==> src/rtl/riscv_pkg.sv <==
// riscv_pkg: shared constants and the instruction-loader state type.
// FAULT is only a member of imem_state_t when IMEM_FAULT_EN is defined.
package riscv_pkg;
  localparam int XLEN = 32;
  localparam logic [XLEN-1:0] NOP_WORD = 32'h0000_0013;
`ifdef IMEM_FAULT_EN
  typedef enum logic [1:0] {IDLE, LOAD, RUN, FAULT} imem_state_t;
`else
  typedef enum logic [1:0] {IDLE, LOAD, RUN} imem_state_t;
`endif
endpackage

==> src/rtl/instr_mem_loader_if.sv <==
// instr_mem_loader_if: valid/ready program-load bus from the host to the loader.
interface instr_mem_loader_if;
  logic load_valid;
  logic [riscv_pkg::XLEN-1:0] load_data;
  logic load_last;
  logic load_ready;
  modport master (output load_valid, load_data, load_last, input load_ready);
  modport slave (input load_valid, load_data, load_last, output load_ready);
endinterface

==> src/rtl/instr_mem_loader.sv <==
// instr_mem_loader: loads a program over a valid/ready bus, then serves zero-latency fetches.
// Optional IMEM_FAULT_EN adds a sticky FAULT state for misaligned or out-of-range fetches.
module instr_mem_loader #(
  parameter int DEPTH = 64,
  parameter logic [31:0] NOP_WORD = riscv_pkg::NOP_WORD
) (
  input  logic clk,
  input  logic reset,
  instr_mem_loader_if.slave load,
  input  logic reload,
  input  logic [riscv_pkg::XLEN-1:0] PC,
  output logic [riscv_pkg::XLEN-1:0] Instruction,
  output logic cpu_run,
  output logic [6:0] load_count,
  output logic fault
);
  import riscv_pkg::*;
  localparam int IW = $clog2(DEPTH);
  localparam logic [6:0] LAST = 7'(DEPTH - 1);
  imem_state_t state_q, state_d;
  logic [6:0] cnt_d;
  logic accept, in_range;
  logic [IW-1:0] idx;
  logic [31:0] mem [DEPTH];
  assign load.load_ready = (state_q == IDLE) || (state_q == LOAD);
  assign accept = load.load_ready && load.load_valid && !reload;
  assign cpu_run = state_q == RUN;
  assign idx = PC[IW+1:2];
  assign in_range = PC[XLEN-1:2] < {{(XLEN-9){1'b0}}, load_count};
  assign Instruction = (cpu_run && in_range) ? mem[idx] : NOP_WORD;
`ifdef IMEM_FAULT_EN
  assign fault = state_q == FAULT;
`else
  logic unused_pc;
  assign fault = 1'b0;
  assign unused_pc = ^PC[1:0];
`endif
  // reload outranks a simultaneous load handshake; accept already excludes it
  always_comb begin
    state_d = state_q;
    cnt_d = load_count;
    if (reload) begin
      state_d = IDLE;
      cnt_d = '0;
    end else if (accept) begin
      cnt_d = load_count + 7'd1;
      state_d = (load.load_last || load_count == LAST) ? RUN : LOAD;
    end
`ifdef IMEM_FAULT_EN
    else if (cpu_run && (PC[1:0] != 2'b00 || !in_range))
      state_d = FAULT;
`endif
  end
  always_ff @(posedge clk or posedge reset) begin
    if (reset) begin
      state_q <= IDLE;
      load_count <= '0;
    end else begin
      state_q <= state_d;
      load_count <= cnt_d;
    end
  end
  // storage is never cleared; stale words are hidden by the load_count mask
  always_ff @(posedge clk)
    if (accept) mem[load_count[IW-1:0]] <= load.load_data;
endmodule

==> src/flat_wrapper.sv <==
// flat-port wrapper written by rule: the top's interface ports become plain ports
module instr_mem_loader_flat import riscv_pkg::*;
#(
  parameter int DEPTH = 64,
  parameter logic [31:0] NOP_WORD = riscv_pkg::NOP_WORD
)
  (clk, reset, reload, PC, Instruction, cpu_run, load_count, fault, load_load_valid, load_load_data, load_load_last, load_load_ready);
  instr_mem_loader_if load_i ();
  input  logic clk;
  input  logic reset;
  input  logic reload;
  input  logic [riscv_pkg::XLEN-1:0] PC;
  output logic [riscv_pkg::XLEN-1:0] Instruction;
  output logic cpu_run;
  output logic [6:0] load_count;
  output logic fault;
  input wire logic [$bits(load_i.load_valid)-1:0] load_load_valid;
  input wire logic [$bits(load_i.load_data)-1:0] load_load_data;
  input wire logic [$bits(load_i.load_last)-1:0] load_load_last;
  output wire logic [$bits(load_i.load_ready)-1:0] load_load_ready;
  assign load_i.load_valid = load_load_valid;
  assign load_i.load_data = load_load_data;
  assign load_i.load_last = load_load_last;
  assign load_load_ready = load_i.load_ready;
  instr_mem_loader #(.DEPTH(DEPTH), .NOP_WORD(NOP_WORD)) u_core (.clk(clk), .reset(reset), .load(load_i), .reload(reload), .PC(PC), .Instruction(Instruction), .cpu_run(cpu_run), .load_count(load_count), .fault(fault));
endmodule
==> config.mk <==
export PLATFORM = sky130hd
export DESIGN_NAME = instr_mem_loader_flat
export DESIGN_NICKNAME = d
export VERILOG_FILES = /design/src/rtl/riscv_pkg.sv /design/src/rtl/instr_mem_loader_if.sv /design/src/rtl/instr_mem_loader.sv /design/src/flat_wrapper.sv
export SDC_FILE = /design/constraint.sdc
export NUM_CORES = 2
export LEC_CHECK = 0
export BUFFER_PORTS_ARGS = -buffer_cell sky130_fd_sc_hd__buf_4
export CAP_MARGIN = 30
export CORE_ASPECT_RATIO = 1.2
export CORE_MARGIN = 2
export CORE_UTILIZATION = 50
export CTS_BUF_LIST = sky130_fd_sc_hd__clkbuf_4
export DETAILED_ROUTE_END_ITERATION = 7
export GPL_TIMING_DRIVEN = 1
export PLACE_DENSITY = 0.75
export SLEW_MARGIN = 20
export SYNTH_ARGS = -nofsm -noshare
export SYNTH_HDL_FRONTEND = slang
export SYNTH_SLANG_ARGS = --single-unit
==> constraint.sdc <==
create_clock -name clk -period 7.45 [get_ports clk]
set_input_delay 1.1175 -clock clk [delete_from_list [all_inputs] [get_ports clk]]
set_output_delay 1.1175 -clock clk [all_outputs]
set_load 0.02 [all_outputs]
==> key figures <==
Clock tree
  – H-tree depth: 5
  – Number of setup buffers added after CTS: 0
  – Clk Tree Root Cell: sky130_fd_sc_hd__clkbuf_4
  – CTS buffer count: roughly 470
  – CTS tree: built
  – CTS Buffer Depth: 4
  – Clock-pin transition on the worst setup and hold timing paths: 0.06 ns
  – Worst skew pair latency: around 1.4 ns
  – Number of clock sinks: 2,057

Drt
  – Total Wirelength: approximately 210,000 um
  – Number of design rule violations left after detail routing: 0
  – Length of the first detailed-routing pass in iterations: 8
  – Drt wl/cell: about 32 um
  – DR vias: around 42,000
  – DRT iter0 DRCs: roughly 6,500
  – DR vias/cell: 6.40
  – Residual antenna-violating net count after detailed routing: 0

Critical path
  – Cell breakdown of the critical path: inv_1 > ha_1 > nand3_1 > nand2_1 > nor4_1 > o21ai_4 > buf_4 > a31oi_1 > nand2_1 > buf_4
  – Critical Path Max Stage Delay: roughly 0.60 ns
  – Worst setup path start: u_core.load_count[5]
  – Maximum fanout along the worst path: 15
  – Nature of the critical path endpoint: output port
  – Worst EP arrival: approximately 5.0 ns
  – Setup slack, reg-to-reg: roughly 3.9 ns
  – Crit Reg-Reg Endpoint: u_core.mem[40][21]
  – Master of the slowest instance on the critical path: sky130_fd_sc_hd__a31oi_1
  – Setup CP Type: flip-flop to output port
  – Worst Reg-to-Reg Cells: 6
  – Critical path data required time: 6.33 ns
  – Worst r2r src: u_core.state_q[1]
  – Startpoint type of the worst setup path: flip-flop

STA
  – Final count of negative-setup-slack endpoints: 0
  – Setup repair after global routing missed its margin: false
  – Final worst path period share: 0.815
  – Max Freq: around 0.16 GHz
  – Skew final: 0.0891 ns
  – Crit path time final: approximately 6 ns
  – Number of max-slew violations in the final report: 0
  – Actual transition at the worst max-transition pin: roughly 1.0 ns
  – Setup_tns: 0 ns
  – Final hold violation count: 0
  – Relative slew slack: 0.303

Cells and area
  – Highest-count cells in the layout ignoring fill and taps: sky130_fd_sc_hd__edfxtp_1, sky130_fd_sc_hd__clkbuf_4, sky130_fd_sc_hd__mux4_2, sky130_fd_sc_hd__buf_4, sky130_fd_sc_hd__clkinv_1
  – Area of the multi-input gates: about 17,000 sq um
  – Commonest non-fill, non-tap cell in the layout: sky130_fd_sc_hd__edfxtp_1
  – Total of fill cells in the finished design: roughly 11,000
  – Area added between synthesis and finish: 11.8%
  – Final net count: ~4,200
  – Layout cells sized above 1: 0.324
  – Number of standard cells in the final layout excluding fillers: about 6,600
  – Register cell area after layout: slightly above 60,000 sq um

Power
  – Lkg Pwr: between 20 and 30 nW
  – Power density over cell area: 250 nW/um^2
  – Worst vdd ir: 0.129 mV

Floorplan
  – Die extent in y: between 400 and 500 um
  – Initial core utilization: 0.505
  – Ports: about 110
  – Die width: ~370 um
  – Full die area: roughly 160,000 sq um
  – Row count: 160
  – Area of the core region: roughly 160,000 sq um

Global routing
  – Wire length of the first global-routing pass: ~300,000 um
  – Initial antenna violation count: 10
  – Pin count of the biggest net entering global routing: 87
  – Total overflow reported by the global router: 0
  – Overall track demand over capacity in global routing: 0.260
  – Number of global-route vias before repair: between 40,000 and 50,000

Synth
  – Count of state elements after synthesis: roughly 2,100
  – Number of warnings reported in the yosys synthesis log: 0
  – Number of instances in the synthesized netlist: about 3,600
  – Average size of a mapped cell: around 22 sq um
  – Share of flip-flops with an asynchronous set or reset after synthesis: 0.00438
  – Dominant register cell in the synthesized netlist: sky130_fd_sc_hd__edfxtp_1
  – Total nets after synthesis: between 3,000 and 4,000
  – Sequential fraction of the synthesis area: 0.771
  – Number of enable-type register cells in the synthesized netlist: about 2,000
  – Count of distinct cell types in the synthesized netlist: 64
  – Post-synthesis instance area: 80,100 sq um

Flow run
  – Max-cap violations: 0

Hold path
  – Class of the most critical hold timing path: input pin to flip-flop
  – Startpoint of the most critical hold path: load_load_valid
  – Number of cells on the worst hold path: 4
  – Hold EP: u_core.load_count[1]

Placement
  – Cell Count Post-Placement: approximately 5,700
  – Port Buf Inserts: between 100 and 150
  – Post-detailed-placement half-perimeter wirelength: 116,000 um
  – Routability congestion estimate: around 0.8

Run status
  – Result of the run: finished, final reports clean
-- per-stage QoR --
step	util	hold WS, ns	setup slack, ns	power [W]	instance area [sq um]
after floorplan	-	0.484	3.01	0.0136	80100
after global placement	0.526	0.504	1.57	0.0141	83500
after detailed placement	0.527	0.530	1.63	0.0141	83600
after CTS	0.563	0.0714	1.35	0.0225	89400
after global routing	0.564	0.125	1.22	0.0231	89500
final	0.564	0.181	1.38	0.0224	89500
-- cell usage after synthesis (11+ instances only) --
master,instances,area (sq um)
sky130_fd_sc_hd__a211oi_1,11,82.6
sky130_fd_sc_hd__a21oi_1,44,220
sky130_fd_sc_hd__a221o_1,17,170
sky130_fd_sc_hd__a221oi_1,19,166
sky130_fd_sc_hd__a22oi_1,32,240
sky130_fd_sc_hd__a311oi_1,13,114
sky130_fd_sc_hd__a31oi_1,20,125
sky130_fd_sc_hd__and3_1,12,75.1
sky130_fd_sc_hd__buf_12,16,320
sky130_fd_sc_hd__buf_2,63,315
sky130_fd_sc_hd__buf_4,23,173
sky130_fd_sc_hd__buf_6,22,248
sky130_fd_sc_hd__buf_8,17,255
sky130_fd_sc_hd__clkbuf_1,30,113
sky130_fd_sc_hd__clkbuf_8,15,206
sky130_fd_sc_hd__edfxtp_1,2048,61500
sky130_fd_sc_hd__inv_1,14,52.6
sky130_fd_sc_hd__mux2i_1,141,1410
sky130_fd_sc_hd__mux4_1,80,2100
sky130_fd_sc_hd__mux4_2,408,9190
sky130_fd_sc_hd__nand2_1,141,529
sky130_fd_sc_hd__nand3_1,31,155
sky130_fd_sc_hd__nor2_1,112,420
sky130_fd_sc_hd__nor3_1,37,185
sky130_fd_sc_hd__nor4_1,11,68.8
sky130_fd_sc_hd__o21ai_0,30,150
sky130_fd_sc_hd__o22ai_1,28,175
-- registers in the layout, summed over array words and instances, names as in the netlist --
| register | cells |
|---|---|
| u_core.mem | 2048 |
| u_core.state_q | 2 |
| u_core.load_count | 7 |
-- worst max path at each step --
stage,end,depth (start not counted)
floorplan,Instruction[26],8
finish,Instruction[1],10
CTS,Instruction[26],9
global route,Instruction[31],9
detailed placement,Instruction[11],10
global placement,Instruction[11],10
-- power breakdown --
part / total (W) / internal (W) / switching (W)
combinational: 0.00110 / 0.000390 / 0.000705
clock: 0.00853 / 0.00427 / 0.00427
sequential: 0.0127 / 0.0127 / 0.00000710
total: 0.0224 / 0.0174 / 0.00498
-- per-layer routing --
metal | GRT usage | wire [um] | vias up
li1 | - | - | 16646
met1 | 0.342 | 74600 | 21792
met2 | 0.408 | 102000 | 3193
met3 | 0.0696 | 26400 | 494
met4 | 0.116 | 8910 | 6
met5 | 0 | 40 | -
-- cell families after synthesis --
| group | share of synthesized area |
|---|---|
| compound gates | 0.0260 |
| xor+xnor | 0.000656 |
| fa+ha+maj | 0.00109 |
| buf+inv | 0.0219 |
| flops | 0.771 |
| mux | 0.160 |
| other cells | 0.0000468 |
| simple gates | 0.0199 |
-- critical path, delay by kind of cell (launching register included) --
family | cells | cell delay, ns
flip-flops | 1 | 0.54
AND/OR/NAND/NOR | 4 | 0.95
buffers and inverters | 3 | 0.79
AO/OA/AOI/OAI | 2 | 0.98
adder cells (fa/ha/maj) | 1 | 0.32
-- layout make-up --
cell class	instances	area share
Antenna cell	5	0.000140
Tap cell	2106	0.0294
Clock inverter	178	0.00931
Sequential cell	2057	0.690
Timing Repair Buffer	255	0.0238
Clock buffer	661	0.0554
Multi-Input combinational cell	1306	0.192
Inverter	15	0.000657
-- timing repair --
action                                 4_1_cts  5_1_grt
resized for setup                            0        0
hold buffers                                 4        0
endpoints found under the hold margin       18        0
Power figures use the tool's default switching activity.
